**src/rtl/dma_ring_sched.sv**
```systemverilog
// Ring-buffer command scheduler for simple_dma: splits an SDRAM region into equal buffers,
// issues START commands with bounded outstanding depth and tracks completions against releases.
module dma_ring_sched #(
  parameter int ADDR_W    = 28,
  parameter int CNT_W     = 16,
  parameter int CMD_DEPTH = 1
) (
  input  logic              clk,
  input  logic              rst_n,
  input  logic              srst_i,
  input  logic              cfg_enable_i,
  input  logic              cfg_cyclic_i,
  input  logic [ADDR_W-1:0] cfg_base_i,
  input  logic [ADDR_W-1:0] cfg_buf_size_i,
  input  logic [CNT_W-1:0]  cfg_num_bufs_i,
  input  logic              sw_release_i,
  input  logic [CNT_W-1:0]  sw_release_cnt_i,
  output logic              dma_start_o,
  output logic [ADDR_W-1:0] dma_start_adr_o,
  output logic [ADDR_W-1:0] dma_buf_size_o,
  input  logic [CNT_W-1:0]  dma_done_cnt_i,
  output logic [CNT_W-1:0]  filled_o,
  output logic [CNT_W-1:0]  wr_idx_o,
  output logic [CNT_W-1:0]  done_total_o,
  output logic              busy_o,
  output logic              finished_o,
  output logic              stall_o,
  output logic              err_o
);

  localparam logic [2:0] S_IDLE  = 3'd0;
  localparam logic [2:0] S_ISSUE = 3'd1;
  localparam logic [2:0] S_GAP   = 3'd2;
  localparam logic [2:0] S_DRAIN = 3'd3;
  localparam logic [2:0] S_DONE  = 3'd4;

  localparam logic [CNT_W-1:0] DEPTH = CNT_W'(CMD_DEPTH);

  typedef struct packed {
    logic [2:0]        state;
    logic              en_prev;
    logic              primed;
    logic [CNT_W-1:0]  done_prev;
    logic              cyclic;
    logic [ADDR_W-1:0] base;
    logic [ADDR_W-1:0] buf_size;
    logic [ADDR_W-1:0] cur_adr;
    logic [ADDR_W-1:0] start_adr;
    logic              start;
    logic [CNT_W-1:0]  num_bufs;
    logic [CNT_W-1:0]  wr_idx;
    logic [CNT_W-1:0]  issued;
    logic [CNT_W-1:0]  in_flight;
    logic [CNT_W-1:0]  filled;
    logic [CNT_W-1:0]  done_total;
    logic              err;
  } regs_t;

  regs_t r_q, r_d;

  logic [CNT_W-1:0] delta;
  logic [CNT_W-1:0] inflight_after;
  logic [CNT_W:0]   filled_sum;
  logic             overrun;
  logic             over_release;
  logic             slot_free;
  logic             ring_room;
  logic             quota_left;
  logic             can_issue;
  logic             session_done;
  logic             start_edge;

  // The first cycle after reset only primes done_prev so a stale counter is not counted.
  assign delta          = r_q.primed ? (dma_done_cnt_i - r_q.done_prev) : '0;
  assign overrun        = delta > r_q.in_flight;
  assign inflight_after = overrun ? '0 : (r_q.in_flight - delta);
  assign filled_sum     = {1'b0, r_q.filled} + {1'b0, delta};
  assign over_release   = sw_release_i && ({1'b0, sw_release_cnt_i} > filled_sum);

  assign slot_free    = r_q.in_flight < DEPTH;
  assign ring_room    = ({1'b0, r_q.filled} + {1'b0, r_q.in_flight}) < {1'b0, r_q.num_bufs};
  assign quota_left   = r_q.cyclic || (r_q.issued < r_q.num_bufs);
  assign can_issue    = (r_q.state == S_ISSUE) && cfg_enable_i && slot_free && ring_room && quota_left;
  assign session_done = !r_q.cyclic && (r_q.done_total == r_q.num_bufs);
  assign start_edge   = (r_q.state == S_IDLE) && cfg_enable_i && !r_q.en_prev;

  always_comb begin
    // NOTE: start from the held value so every field has a default and no latch is inferred.
    r_d            = r_q;
    r_d.en_prev    = cfg_enable_i;
    r_d.primed     = 1'b1;
    r_d.done_prev  = dma_done_cnt_i;
    r_d.start      = can_issue;
    r_d.in_flight  = inflight_after + CNT_W'(can_issue);
    r_d.done_total = r_q.done_total + delta;
    if (over_release)
      r_d.filled = '0;
    else if (sw_release_i)
      r_d.filled = CNT_W'(filled_sum - {1'b0, sw_release_cnt_i});
    else
      r_d.filled = filled_sum[CNT_W-1:0];
    if (overrun || over_release)
      r_d.err = 1'b1;

    // Address walks by addition and snaps back to base on the last ring slot.
    if (can_issue) begin
      r_d.start_adr = r_q.cur_adr;
      r_d.issued    = r_q.issued + 1'b1;
      if (r_q.wr_idx == r_q.num_bufs - 1'b1) begin
        r_d.wr_idx  = '0;
        r_d.cur_adr = r_q.base;
      end else begin
        r_d.wr_idx  = r_q.wr_idx + 1'b1;
        r_d.cur_adr = r_q.cur_adr + r_q.buf_size;
      end
    end

    case (r_q.state)
      S_IDLE: begin
        if (start_edge) begin
          r_d.cyclic     = cfg_cyclic_i;
          r_d.base       = cfg_base_i;
          r_d.cur_adr    = cfg_base_i;
          r_d.buf_size   = cfg_buf_size_i;
          r_d.num_bufs   = cfg_num_bufs_i;
          r_d.wr_idx     = '0;
          r_d.issued     = '0;
          r_d.in_flight  = '0;
          r_d.filled     = '0;
          r_d.done_total = '0;
          r_d.err        = (cfg_num_bufs_i == '0);
          r_d.state      = (cfg_num_bufs_i == '0) ? S_IDLE : S_ISSUE;
        end
      end
      S_ISSUE: begin
        if (!cfg_enable_i)     r_d.state = S_DRAIN;
        else if (session_done) r_d.state = S_DONE;
        else if (can_issue)    r_d.state = S_GAP;
      end
      S_GAP: begin
        if (!cfg_enable_i)     r_d.state = S_DRAIN;
        else if (session_done) r_d.state = S_DONE;
        else                   r_d.state = S_ISSUE;
      end
      S_DRAIN: if (r_q.in_flight == '0) r_d.state = S_IDLE;
      S_DONE:  if (!cfg_enable_i)       r_d.state = S_IDLE;
      default: r_d.state = S_IDLE;
    endcase

    if (srst_i)
      r_d = '0;
  end

  always_ff @(posedge clk or negedge rst_n) begin
    // NOTE: non-blocking assignment so all flops update together from pre-edge values.
    if (!rst_n) r_q <= '0;
    else        r_q <= r_d;
  end

  assign dma_start_o     = r_q.start;
  assign dma_start_adr_o = r_q.start_adr;
  assign dma_buf_size_o  = r_q.buf_size;
  assign filled_o        = r_q.filled;
  assign wr_idx_o        = r_q.wr_idx;
  assign done_total_o    = r_q.done_total;
  assign busy_o          = r_q.state != S_IDLE;
  assign finished_o      = r_q.state == S_DONE;
  assign stall_o         = (r_q.state == S_ISSUE) && slot_free && !ring_room && quota_left;
  assign err_o           = r_q.err;

endmodule

```
**config.mk**
```make
export PLATFORM = sky130hd
export DESIGN_NAME = dma_ring_sched
export DESIGN_NICKNAME = d
export VERILOG_FILES = /design/src/rtl/dma_ring_sched.sv
export SDC_FILE = /design/constraint.sdc
export NUM_CORES = 1
export LEC_CHECK = 0
export ABC_AREA = 0
export CAP_MARGIN = 20
export CORE_ASPECT_RATIO = 1.1
export CORE_UTILIZATION = 55
export DETAILED_ROUTE_END_ITERATION = 7
export PLACE_DENSITY = 0.78
export SLEW_MARGIN = 10
export SYNTH_ARGS = -nofsm -noshare
export SYNTH_HDL_FRONTEND = slang
export SYNTH_SLANG_ARGS = --single-unit
```
**constraint.sdc**
```tcl
create_clock -name clk -period 6 [get_ports clk]
set_input_delay 1.5 -clock clk [delete_from_list [all_inputs] [get_ports clk]]
set_output_delay 1.5 -clock clk [all_outputs]
set_load 0.02 [all_outputs]
```
Word level (Yosys, flattened, before mapping)
Index checks and enable logic that the tools add are counted.

word-level totals
  register bits after elaboration = 232
  bits of input ports = 110
  output and inout bits = 109
  logic and storage cells = 92

cells by class
  add/subtract/negate cells = 11
  magnitude comparators = 5
  equal/unequal tests = 10
  multiplexer cells = 24
  reductions and logical operators = 25

operators with widths
  kind                                                          number
  2-to-1 mux 232 bit                                            1
  2-to-1 mux 97 bit                                             2
  2-to-1 mux 85 bit                                             2
  2-to-1 mux 16 bit                                             5
  2-to-1 mux 56 bit                                             1
  subtractor 16 bit                                             3
  adder 16 x 16 -> 17 bit                                       2
  adder 16 x 1 -> 16 bit (second input constant)                2
  == test 16 bit                                                2
  logical NOT 16 bit                                            2
  2-to-1 mux 32 bit                                             1
  adder 28 bit                                                  1
  2-to-1 mux 28 bit                                             1
  2-to-1 mux 3 bit                                              8
  greater-than comparator 16 x 17 -> 1 bit                      1
  less-than comparator 17 x 16 -> 1 bit                         1
  adder 16 x 1 -> 16 bit                                        1
  adder 16 bit                                                  1
  greater-than comparator 16 bit                                1
  less-than comparator 16 x 1 -> 1 bit (second input constant)  1
  less-than comparator 16 bit                                   1
  subtractor 16 x 1 -> 16 bit (second input constant)           1
  case mux 3 bit (5 select lines)                               1
  logical AND 1 bit                                             11
  13 further kinds                                              22

Logic depth before layout (Yosys ltp)
  depth in word-level cells = 10
  mapped depth = 30
  mapped depth without buffers = 28

Least setup slack after synthesis
OpenSTA, ideal clock, no wires.

  kind = input to register
  start = in dma_done_cnt_i[0]
  end = reg r_q (netlist bit filled_o[11])
  setup time = 132 ps
  arrival time = 6284 ps
  required time = 5868 ps
  setup slack = -416 ps
  stages on the path = 28
  path buffers = 2
  cells stage by stage = inv_1 -> ha_1 -> fa_1 -> nor2b_1 -> o21ai_0 -> a21boi_0 -> o21ai_0 -> nand2b_1 -> a21oi_1 -> o211ai_1 -> nand2_1 -> xnor2_1 -> and2_1 -> ha_1 -> and4_1 -> a22o_1 -> nor3b_1 -> xnor2_1 -> inv_1 -> ha_1 -> nand3_1 -> nor4_1 -> or3_1 -> a221oi_1 -> nand2b_1 -> clkbuf_1 -> clkbuf_1 -> nor2_1

RTL lines
  element               RTL line  source
  from (decl)           21        input logic [CNT_W-1:0] dma_done_cnt_i,
  to (signal assigned)  157       else r_q <= r_d;
  to (decl)             59        regs_t r_q, r_d;

==> impl_metrics.py <==
metrics = {
    "layout": {
        "register_area_mm2": 0.005807,
        "antennaDiodeCount": 0,
        "nets": 2703,
        "final_cells": 2858,
        "drive_gt1_share_pct": 15.54,
        "multi_input_area_mm2": 0.01133,
        "most-common-layout-cells": "268 x nand2_1, 231 x dfrtp_1, 215 x buf_4",
        "final_common_cell": "nand2_1",
        "area_growth_pct": 26.25,
        "nFillCells": 2531,
    },
    "power": {
        "leakagePower_uw": 0.01083,
        "p_total_uw": 8657,
        "power_density_mw_per_mm2": 380.3,
        "peakVddDrop_mv": 0.2576,
    },
    "yosys": {
        "synth-simple-area-share_pct": 19.25,
        "yosysUniqueCellTypes": 79,
        "syn_area_per_cell_um2": 8.442,
        "ys_ff_latch": 232,
        "synth_compound_area_share_pct": 17.65,
        "yosys.area.top_type": "dfrtp_1",
        "synthXorXnorAreaFrac_pct": 7.723,
        "synth_top_family_by_area": "simple AND/OR/NAND/NOR gates",
        "synthMuxAreaShare_pct": 1.998,
        "synth-edff-count": 0,
        "syn_inst": 2136,
        "syn_nets": 2424,
        "syn-cell-area_mm2": 0.01803,
        "async_flop_share_pct": 100.0,
        "synth-seq-area-share_pct": 32.20,
        "yosys_warnings": 0,
        "synth_fa_ha_area_share_pct": 12.64,
        "synthFlopType": "dfrtp_1",
        "synth_top_area_share_pct": 32.20,
        "synthTopCellsByArea": "dfrtp_1 32%, ha_1 12%, nand2_1 5.6%, a21oi_1 5.5%, buf_4 4.4%",
    },
    "worst_hold_path": {
        "hp-class": "reg2reg",
    },
    "floorplan": {
        "die_h_um": 191.9,
        "rows": 69,
        "start_util_pct": 55.85,
        "io_pins": 219,
        "dieArea_mm2": 0.03351,
        "die_x_um": 174.6,
        "coreArea_mm2": 0.03229,
    },
    "drt": {
        "totalWireLength_um": 53220,
        "drc": 0,
        "wl_per_cell_um": 18.62,
        "drtIter0Drc": 1006,
        "first_pass_iters": 5,
        "postRouteAntennaNets": 0,
        "drt-vias-per-instance": 5.849,
        "num_vias": 16720,
    },
    "run_status": {
        "violations": "negative setup slack",
        "run_status": "finished, violations left",
    },
    "timing": {
        "clock_skew_ns": 0.01859,
        "max_freq_mhz": 166.3,
        "timing.final.crit_share_pct": 100.2,
        "fin_ws_ns": -0.01326,
        "timing.final.hold_violations": 0,
        "slew_viol_final": 0,
        "period_needed_ns": 6.013,
        "setup_viol": 1,
        "worstMarginPinSlew_ns": 1.033,
        "relSlewSlack_pct": 31.16,
    },
    "worst_setup_path": {
        "crit_path_max_incr_delay_ns": 0.51,
        "end_kind": "flop",
        "r2r_start": "filled_o[1]",
        "ff2ff_path_depth": 26,
        "reg2reg_to": "r_q[47]",
        "cp_slowest_cell": "or4_4",
        "crit_path_end": "r_q[47]",
        "cp.required_ns": 6.49,
        "path_class": "in2reg",
        "worst-path-max-fanout": 3,
        "crit_path_start_kind": "input port",
        "critPathLaunch": "dma_done_cnt_i[0]",
        "worstPathArrival_ns": 6.51,
        "reg2reg_slack_ns": 0.49,
    },
    "placed_design": {
        "place_congestion": 0.9708,
        "place_inst": 2790,
        "io_buffers": 218,
        "post-dp-hpwl_um": 38980,
    },
    "clocking": {
        "cts_sinks": 232,
        "clk_pin_slew_worst_paths_ns": 0.06,
        "holdBufCountCts": 0,
        "clock-root-buffer": "clkbuf_16",
        "cts_tree": "yes",
        "cts.path.max_buffers": 3,
        "clock_latency_ns": 0.58,
        "htreeDepth": 1,
        "cts_buffers": 26,
    },
    "grt": {
        "grt_first_pass_wirelength_um": 84220,
        "grt_start_max_net_pins": 128,
        "overflow": 0,
        "grt_antenna_before_repair": 2,
        "grt_pass1_vias": 16620,
        "grt_usage_pct": 31.40,
    },
    "flow_run": {
        "cap_violations": 0,
    },
}
## power breakdown
group	internal (uW)	total (uW)	switching, uW
Sequential	1810	2200	384
Clock	876	1580	704
Combinational	2260	4880	2620
Total	4950	8660	3710
## critical path, delay by kind of cell
family          cells  cell delay (ns)
fa+ha+maj           5             1.21
compound gates      8             1.14
xor+xnor            1             0.22
buf+inv             4             0.42
simple gates       11             1.98
## repair_timing
action                                  CTS  global route
pin swaps                                31            44
endpoints found under the setup margin   24            25
buffers inserted                         12            13
gates resized for setup                  45            72
cloned                                    1             0
hold endpoints to repair                  0             0
## logic make-up (layout without fill, tap and decap cells)
| logic type | Yosys count | after routing |
|---|---|---|
| XOR/XNOR | 159 | 159 |
| AND/OR/NAND/NOR | 743 | 744 |
| adder cells (fa/ha/maj) | 178 | 178 |
| multiplexers | 36 | 36 |
| AO/OA/AOI/OAI | 493 | 493 |
| flip-flops | 232 | 232 |
| buffers and inverters | 295 | 590 |
## final cells by class
| cell class | count | area share [%] |
|---|---|---|
| Clock buffer | 34 | 3.254 |
| Clock inverter | 11 | 0.4232 |
| Inverter | 110 | 1.814 |
| Multi-Input combinational cell | 1610 | 49.77 |
| Sequential cell | 232 | 25.51 |
| Tap cell | 426 | 2.341 |
| Timing Repair Buffer | 435 | 16.89 |
## Yosys cell counts, types with 20 or more instances
| cell type | instances |
|---|---|
| a21o_1 | 39 |
| a21oi_1 | 199 |
| and3_1 | 21 |
| buf_4 | 106 |
| clkbuf_1 | 58 |
| dfrtp_1 | 232 |
| ha_1 | 171 |
| inv_1 | 109 |
| mux2i_1 | 36 |
| nand2_1 | 270 |
| nand3_1 | 46 |
| nand4_1 | 25 |
| nor2_1 | 194 |
| nor2b_1 | 30 |
| nor3_1 | 46 |
| nor4_1 | 20 |
| o211ai_1 | 41 |
| o21a_1 | 21 |
| o21ai_0 | 58 |
| xnor2_1 | 78 |
| xor2_1 | 81 |
## registers in the layout, summed over array words and instances (netlist names)
name,cells
dma_buf_size_o,28
dma_start_o,1
r_q,126
wr_idx_o,16
err_o,1
filled_o,16
done_total_o,16
dma_start_adr_o,28
## how the worst min path moves through the flow
stage	startpoint	to	slack, ns	cells past startpoint
6_report	dma_start_adr_o[19]	dma_start_adr_o[19]	0.52	2
5_1_grt	r_q[206]	r_q[206]	0.54	2
4_1_cts	r_q[192]	r_q[192]	0.52	2
3_5_place_dp	dma_start_adr_o[19]	dma_start_adr_o[19]	0.51	2
3_3_place_gp	r_q[207]	r_q[207]	0.50	2
2_1_floorplan	dma_start_adr_o[11]	dma_start_adr_o[11]	0.49	2
## metal layers
| layer | up-vias | GRT usage, % | share of wire, % |
|---|---|---|---|
| li1 | 7927 | - | - |
| met1 | 8084 | 37.94 | 40 |
| met2 | 556 | 54.18 | 49 |
| met3 | 148 | 5.226 | 6.4 |
| met4 | 2 | 15.48 | 4.6 |
| met5 | - | 0 | 0.024 |
## through the flow
| stage | instance area [um2] | utilization (%) | setup TNS, ns | hold WS (ns) | setup WS, ns |
|---|---|---|---|---|---|
| 6_report | 22770 | 70.51 | -0.01326 | 0.5192 | -0.01326 |
| 5_1_grt | 22770 | 70.51 | -3.319 | 0.5385 | -0.2244 |
| 4_1_cts | 22320 | 69.12 | -0.04680 | 0.5238 | -0.04680 |
| 3_5_place_dp | 21200 | 65.66 | -20.14 | 0.5133 | -0.9218 |
| 3_3_place_gp | 21200 | 65.66 | -15.98 | 0.5041 | -0.7616 |
| 2_1_floorplan | 18090 | - | 0 | 0.4909 | 0.01149 |
No activity file was read; power rests on OpenSTA's default activity.
